--- config.mk ---
export PLATFORM = sky130hd
export DESIGN_NAME = mem_arbiter
export DESIGN_NICKNAME = d
export VERILOG_FILES = /design/src/rtl/korev_pkg.sv /design/src/rtl/mem_arbiter.sv
export SDC_FILE = /design/constraint.sdc
export NUM_CORES = 1
export LEC_CHECK = 0
export CAP_MARGIN = 15
export CORE_AREA = 2 2 105 107
export CTS_CLUSTER_DIAMETER = 40
export DETAILED_ROUTE_END_ITERATION = 10
export DIE_AREA = 0 0 107 109
export GPL_ROUTABILITY_DRIVEN = 0
export GPL_TIMING_DRIVEN = 0
export PLACE_DENSITY = 0.65
export SLEW_MARGIN = 20
export SYNTH_ARGS = -nofsm -noshare
export SYNTH_HDL_FRONTEND = slang
export SYNTH_SLANG_ARGS = --single-unit
--- constraint.sdc ---
create_clock -name clk -period 1.3 [get_ports clk]
set_input_delay 0.13 -clock clk [delete_from_list [all_inputs] [get_ports clk]]
set_output_delay 0.13 -clock clk [all_outputs]
set_load 0.005 [all_outputs]
--- src/rtl/korev_pkg.sv ---
// Shared definitions for the korev memory subsystem: owner tags for
// in-flight reads returning from the single shared memory port.
package korev_pkg;

    // Who receives the read data one cycle after a granted access.
    typedef enum logic [1:0] {
        OWN_NONE = 2'd0,
        OWN_IF   = 2'd1,
        OWN_LS   = 2'd2
    } owner_e;

    // Saturating increment used by starvation counters.
    function automatic int unsigned sat_inc(input int unsigned val, input int unsigned limit);
        return (val >= limit) ? limit : val + 1;
    endfunction

endpackage

--- src/rtl/mem_arbiter.sv ---
// Two-port arbiter in front of one synchronous memory. Load/store has
// priority; fetch is forced through after STARVE_LIMIT consecutive denials.
// Grants are combinational (no wait state), read data comes back one cycle
// later and is steered to the port recorded in the owner register.
module mem_arbiter
    import korev_pkg::*;
#(
    parameter int ADDR_W       = 32,
    parameter int DATA_W       = 32,
    parameter int STARVE_LIMIT = 4
) (
    input  logic              clk,
    input  logic              rst,
    // instruction fetch port
    input  logic              if_req,
    input  logic [ADDR_W-1:0] if_addr,
    output logic              if_gnt,
    output logic              if_rvalid,
    output logic [DATA_W-1:0] if_rdata,
    // load/store port
    input  logic              ls_req,
    input  logic              ls_we,
    input  logic [ADDR_W-1:0] ls_addr,
    input  logic [DATA_W-1:0] ls_wdata,
    output logic              ls_gnt,
    output logic              ls_rvalid,
    output logic [DATA_W-1:0] ls_rdata,
    // shared memory port
    output logic              mem_en,
    output logic              mem_we,
    output logic [ADDR_W-1:0] mem_addr,
    output logic [DATA_W-1:0] mem_wdata,
    input  logic [DATA_W-1:0] mem_rdata
);

    localparam int            SW    = $clog2(STARVE_LIMIT + 1);
    localparam logic [SW-1:0] LIMIT = SW'(STARVE_LIMIT);

    owner_e        owner_q, owner_d;
    logic [SW-1:0] starve_q, starve_d;
    logic          grant_if, grant_ls;

    // Grant decision: ls wins unless fetch has been denied LIMIT times in a row.
    // Reset masks every grant so nothing reaches memory while rst is high.
    always_comb begin
        grant_if = 1'b0;
        grant_ls = 1'b0;
        if (!rst) begin
            if (if_req && (!ls_req || starve_q >= LIMIT)) begin
                grant_if = 1'b1;
            end else if (ls_req) begin
                grant_ls = 1'b1;
            end
        end
    end

    assign if_gnt = grant_if;
    assign ls_gnt = grant_ls;

    // Memory command mux: the granted request goes straight out; idle drives zeros.
    always_comb begin
        mem_en    = 1'b0;
        mem_we    = 1'b0;
        mem_addr  = '0;
        mem_wdata = '0;
        if (grant_if) begin
            mem_en   = 1'b1;
            mem_addr = if_addr;
        end else if (grant_ls) begin
            mem_en    = 1'b1;
            mem_we    = ls_we;
            mem_addr  = ls_addr;
            mem_wdata = ls_wdata;
        end
    end

    // Next state: starvation count and owner of the read issued this cycle.
    always_comb begin
        starve_d = '0;
        owner_d  = OWN_NONE;
        // Count only cycles where fetch wanted the port and lost it.
        if (if_req && !grant_if) begin
            starve_d = (starve_q >= LIMIT) ? LIMIT : starve_q + 1'b1;
        end
        // Writes get no response, so they leave the owner at NONE.
        if (grant_if) begin
            owner_d = OWN_IF;
        end else if (grant_ls && !ls_we) begin
            owner_d = OWN_LS;
        end
    end

    // State registers; async reset drops any read in flight.
    always_ff @(posedge clk or posedge rst) begin
        if (rst) begin
            starve_q <= '0;
            owner_q  <= OWN_NONE;
        end else begin
            starve_q <= starve_d;
            owner_q  <= owner_d;
        end
    end

    // Response steering: exactly one port sees the memory data, the other stays 0.
    always_comb begin
        if_rvalid = 1'b0;
        ls_rvalid = 1'b0;
        if_rdata  = '0;
        ls_rdata  = '0;
        case (owner_q)
            OWN_IF: begin
                if_rvalid = 1'b1;
                if_rdata  = mem_rdata;
            end
            OWN_LS: begin
                ls_rvalid = 1'b1;
                ls_rdata  = mem_rdata;
            end
            default: ;
        endcase
    end

endmodule

# ---- Word level (Yosys, flattened, before mapping)
# Index checks and enable logic that the tools add are counted.
# Widths: inputs -> output; s select.
dict set report totals {
  reg_bits 5
  in_bits 133
  output_inout_bits 134
  word_cells 34
}
dict set report op_classes {
  add_sub_neg 1
  n_lt_le_gt_ge 1
  eq_ne 2
  mux 21
  n_reduce_logical 7
}
# operator count
set ops {}
lappend ops {{$mux 32} 6}
lappend ops {{$mux 1} 11}
lappend ops {{$mux 3} 2}
lappend ops {{$mux 2} 2}
lappend ops {{$add 3x1->3 const B} 1}
lappend ops {{$ge 3x3->1 const B} 1}
lappend ops {{$logic_and 1x1->1} 3}
lappend ops {{$logic_not 1->1} 3}
lappend ops {{$eq 2x1->1 const B} 1}
lappend ops {{$eq 2x2->1 const B} 1}
lappend ops {{$logic_or 1x1->1} 1}

# ---- Logic depth before layout (Yosys ltp)
dict set report logic_depth {
  depth_word 8
  ltp_mapped 4
  ltp_nobuf 3
}

# ---- Worst setup path before layout
# No wires, ideal clock.
dict set report synth_timing {
  path_kind {reg2out}
  from {reg starve_q[2]}
  to {out mem_wdata[0]}
  t_arrival_ns 1.041
  t_required_ns 1.170
  setup_slack_ns 0.129
  stages_incl_launch_ff 5
  n_path_buf 2
  path_cell_list {dfrtp_1 > and2_1 > buf_4 > buf_6 > nor3b_2}
}
dict set report synth_via {
  elab_chain_cells 7
  word_cells_on_any_way 9
  cone_classes {order compare: 1; mux: 6; reduce/logical: 2}
}
# item line
set synth_lines {}
lappend synth_lines {{from (decl)} mem_arbiter.sv:40} ;# logic [SW-1:0] starve_q, starve_d;
lappend synth_lines {{from (signal assigned)} mem_arbiter.sv:99} ;# starve_q <= starve_d;
lappend synth_lines {{$ge 3x3->1 *} mem_arbiter.sv:49} ;# if (if_req && (!ls_req || starve_q >= LIMIT)) begin
lappend synth_lines {{$logic_or 1x1->1 *} mem_arbiter.sv:49}
lappend synth_lines {{$logic_and 1x1->1 *} mem_arbiter.sv:49}
lappend synth_lines {{$mux 1} mem_arbiter.sv:49}
lappend synth_lines {{$mux 1} mem_arbiter.sv:48} ;# if (!rst) begin
lappend synth_lines {{$mux 32} mem_arbiter.sv:69} ;# end else if (grant_ls) begin
lappend synth_lines {{$mux 32 *} mem_arbiter.sv:66} ;# if (grant_if) begin
lappend synth_lines {{to (decl)} mem_arbiter.sv:32} ;# output logic [DATA_W-1:0] mem_wdata,
# Every way passes the cells marked *; elsewhere a longest branch is shown, timed or not.

# ---- Worst setup path in the final report
dict set report layout_timing {
  from {reg owner_q[1]}
  to {out if_rdata[21]}
}
dict set report layout_via {
  elab_chain_cells 2
}
# item line
set layout_lines {}
lappend layout_lines {{from (decl)} mem_arbiter.sv:39} ;# owner_e owner_q, owner_d;
lappend layout_lines {{from (signal assigned)} mem_arbiter.sv:100} ;# owner_q <= owner_d;
lappend layout_lines {{$eq 2x1->1} mem_arbiter.sv:110} ;# case (owner_q)
lappend layout_lines {{$mux 32} mem_arbiter.sv:110}
lappend layout_lines {{to (decl)} mem_arbiter.sv:19} ;# output logic [DATA_W-1:0] if_rdata,
# Every way passes these cells.

==> out/results.ini <==
[outcome]
status=finished, violations left
violations=negative setup slack

[routing]
drc=0
num_vias=3116
drt-pass1-iter-count=3
routed_wl_um=12000
wl_per_cell_um=16.9
dr.first_iter.drc_count=65
ant_nets=0
viasPerCell=4.39

[grt]
antenna_found_initial=1
grt_pass1_vias=3182
grt_pass1_wl_um=16500
grt_remaining_overflow=0
grt_start_max_net_pins=11
grt_usage_pct=17.9

[yosys]
synth_top_area_share_pct=21.5
ys.flop_type=dfrtp_1
syn_area_per_cell_sq_um=8.76
ys_top_cells_by_area=o32ai_2 (22%), and2_1 (19%), nand2b_1 (19%)
yosys_warnings=0
synth_cell_types=23
ys_ff_latch=5
synth-edff-count=0
synthArstFlopShare_pct=100
ys_seq_area_share_pct=5.71
synth_area_sq_mm=0.00219
synth.largest_area_cell=o32ai_2
synthCells=250
syn-num-nets=385

[layout]
syn_to_final_growth_pct=173
post_route_cells_drive_above_1_share_pct=60.8
num-fill-cells=974
design_area_sq_mm=0.00599
fin_cells=710
num-nets-final=705

[placed_design]
dp_cells=656
portBuffers=266
dpl.hpwl_um=8830
dpl_cell_area_sq_mm=0.00503

[sta]
worst_slew_pin_slew_ps=346
setup-violations-final=129
worst_slack_ps=-315
finClkSkew_ps=2.66
rsz0062_at_grt=true
period_minus_slack_ps=1610
slew_headroom_pct=76.9
drv_slew=0
period_share_pct=124
hold_violations=0
fmax_ghz=0.619

[setup_path]
worstPathArrival_ps=1480
cp.required_ps=1170
crit_chain=buf_6 -> nor2b_4 -> buf_12 -> buf_8 -> buf_6 -> buf_6 -> and2_4 -> buf_6
slowest_stage=dfrtp_1
crit_buf_inv=6
crit_type=flop to output port
crit_path_end_kind=output port
crit_start=owner_q[1]
cp_top_family=buffers and inverters
cpMostUsedCell=buf_6
slowest_delay_ps=390
critPathMaxFanout=6
cp-start-kind=flop
r2r_start=starve_q[2]

[power]
leakage_nw=2.60
p_per_area_mw_per_mm2=335
p_total_w=0.00200
peakVddDrop_v=0.000297

[clock_tree]
htree_levels=1
cts_tree=yes
clock_latency_ps=220
cts-root-buf=clkbuf_8
numCtsBuffers=3
cts_hold_buf=0
clk_path_buf_depth=2
clock-sinks=5
clk_transition_reported_paths_ps=40

[die]
start_util_pct=20.7
die_w_um=107
dieArea_sq_mm=0.0117
core.rowCount=38
coreArea_sq_mm=0.0106
die_y_um=109
boundaryPins=267

[run]
cap_violations=0

[hold_path]
hp-class=input port to async pin

## worst paths after layout
path | depth (start not counted) | to | slack, ps
worst min register to register | 1 | starve_q[0] | 500
worst max-delay path | 8 | if_rdata[21] | -310
max in group asynchronous | 4 | starve_q[2] | 890
worst max register to register | 4 | starve_q[1] | 50
min in group clk | 2 | starve_q[2] | 260
worst min-delay path | 4 | starve_q[0] | 210
## state kept, by name, summed over array words and instances, names as in the netlist
name,cells
starve_q,3
owner_q,2
## cells in the final DEF (no fill, tap or decap), drive strengths merged
cell	count
clkdlybuf4s15	1
dfrtp	5
clkdlybuf4s50	129
nor4	1
buf	198
a21bo	1
diode	1
nor2	4
inv	4
ha	2
o32ai	32
nor3	2
and2	66
nor4b	1
nor2b	3
nor3b	33
nand2b	65
o221a	1
clkbuf	19
dlygate4sd2	2
## cells by family after synthesis
family                   after synthesis  synth area share, %
AO/OA/AOI/OAI                         34                 23.7
AND/OR/NAND/NOR                      174                 57.9
adder cells (fa/ha/maj)                2                 1.14
buffers and inverters                 35                 11.5
flip-flops                             5                 5.71
## synthesized netlist by cell type, types with 2 or more instances
master     n
nor3b_2   28
nor2_1     4
dfrtp_1    5
nor3_1     2
inv_1      3
buf_12     3
buf_2      6
buf_4      9
ha_1       2
clkbuf_1   9
nor3b_1    5
o32ai_2   29
and2_1    65
nor2b_1    2
o32ai_1    3
buf_6      4
nand2b_1  65
## cell type report
type / count / area (sq um) / share of cell area, %
clock buffer: 4 / 45.0 / 0.753
timing repair buffer: 316 / 3030 / 50.7
antenna: 1 / 2.50 / 0.0418
multi-input combinational: 211 / 2230 / 37.3
buffer: 29 / 355 / 5.94
tap: 140 / 175 / 2.93
sequential: 5 / 126 / 2.11
inverter: 4 / 15.0 / 0.251
## what timing repair did
| item | 4_1_cts | 5_1_grt |
|---|---|---|
| setup buffers | 23 | 17 |
| endpoints found under the setup margin | 138 | 133 |
| pin swaps | 65 | 44 |
| resized for setup | 677 | 95 |
| cloned | 8 | 9 |
| hold endpoints to repair | 0 | 0 |
## routing by layer
layer / global-route usage, % / vias to the layer above / share of wire [%]
met5: 0 / - / 0
met4: 3.15 / 0 / 0.94
met3: 6.10 / 6 / 8.9
met2: 35.5 / 160 / 55
met1: 18.2 / 1442 / 35
li1: - / 1508 / -
## worst register-to-register path, delay by kind of cell (launching register included)
kind | cells | cell delay, ps
flip-flops | 1 | 450
buffers and inverters | 3 | 410
AND/OR/NAND/NOR | 1 | 280
## report_power, final
| part | total (W) | internal (W) | switching (W) |
|---|---|---|---|
| Clock | 0.000282 | 0.000210 | 0.0000720 |
| Sequential | 0.000174 | 0.000165 | 0.00000870 |
| Combinational | 0.00155 | 0.000999 | 0.000550 |
## per-stage QoR
step / setup TNS (ps) / hold slack [ps] / util, % / worst slack (ps)
2_1_floorplan: 0 / 201 / - / 129
3_3_place_gp: -82020 / 457 / 47.4 / -877
3_5_place_dp: -83480 / 475 / 47.4 / -908
4_1_cts: -25040 / 227 / 50.3 / -323
5_1_grt: -31080 / 255 / 56.5 / -367
6_report: -24390 / 212 / 56.5 / -315
No activity file was read; power rests on OpenSTA's default activity.
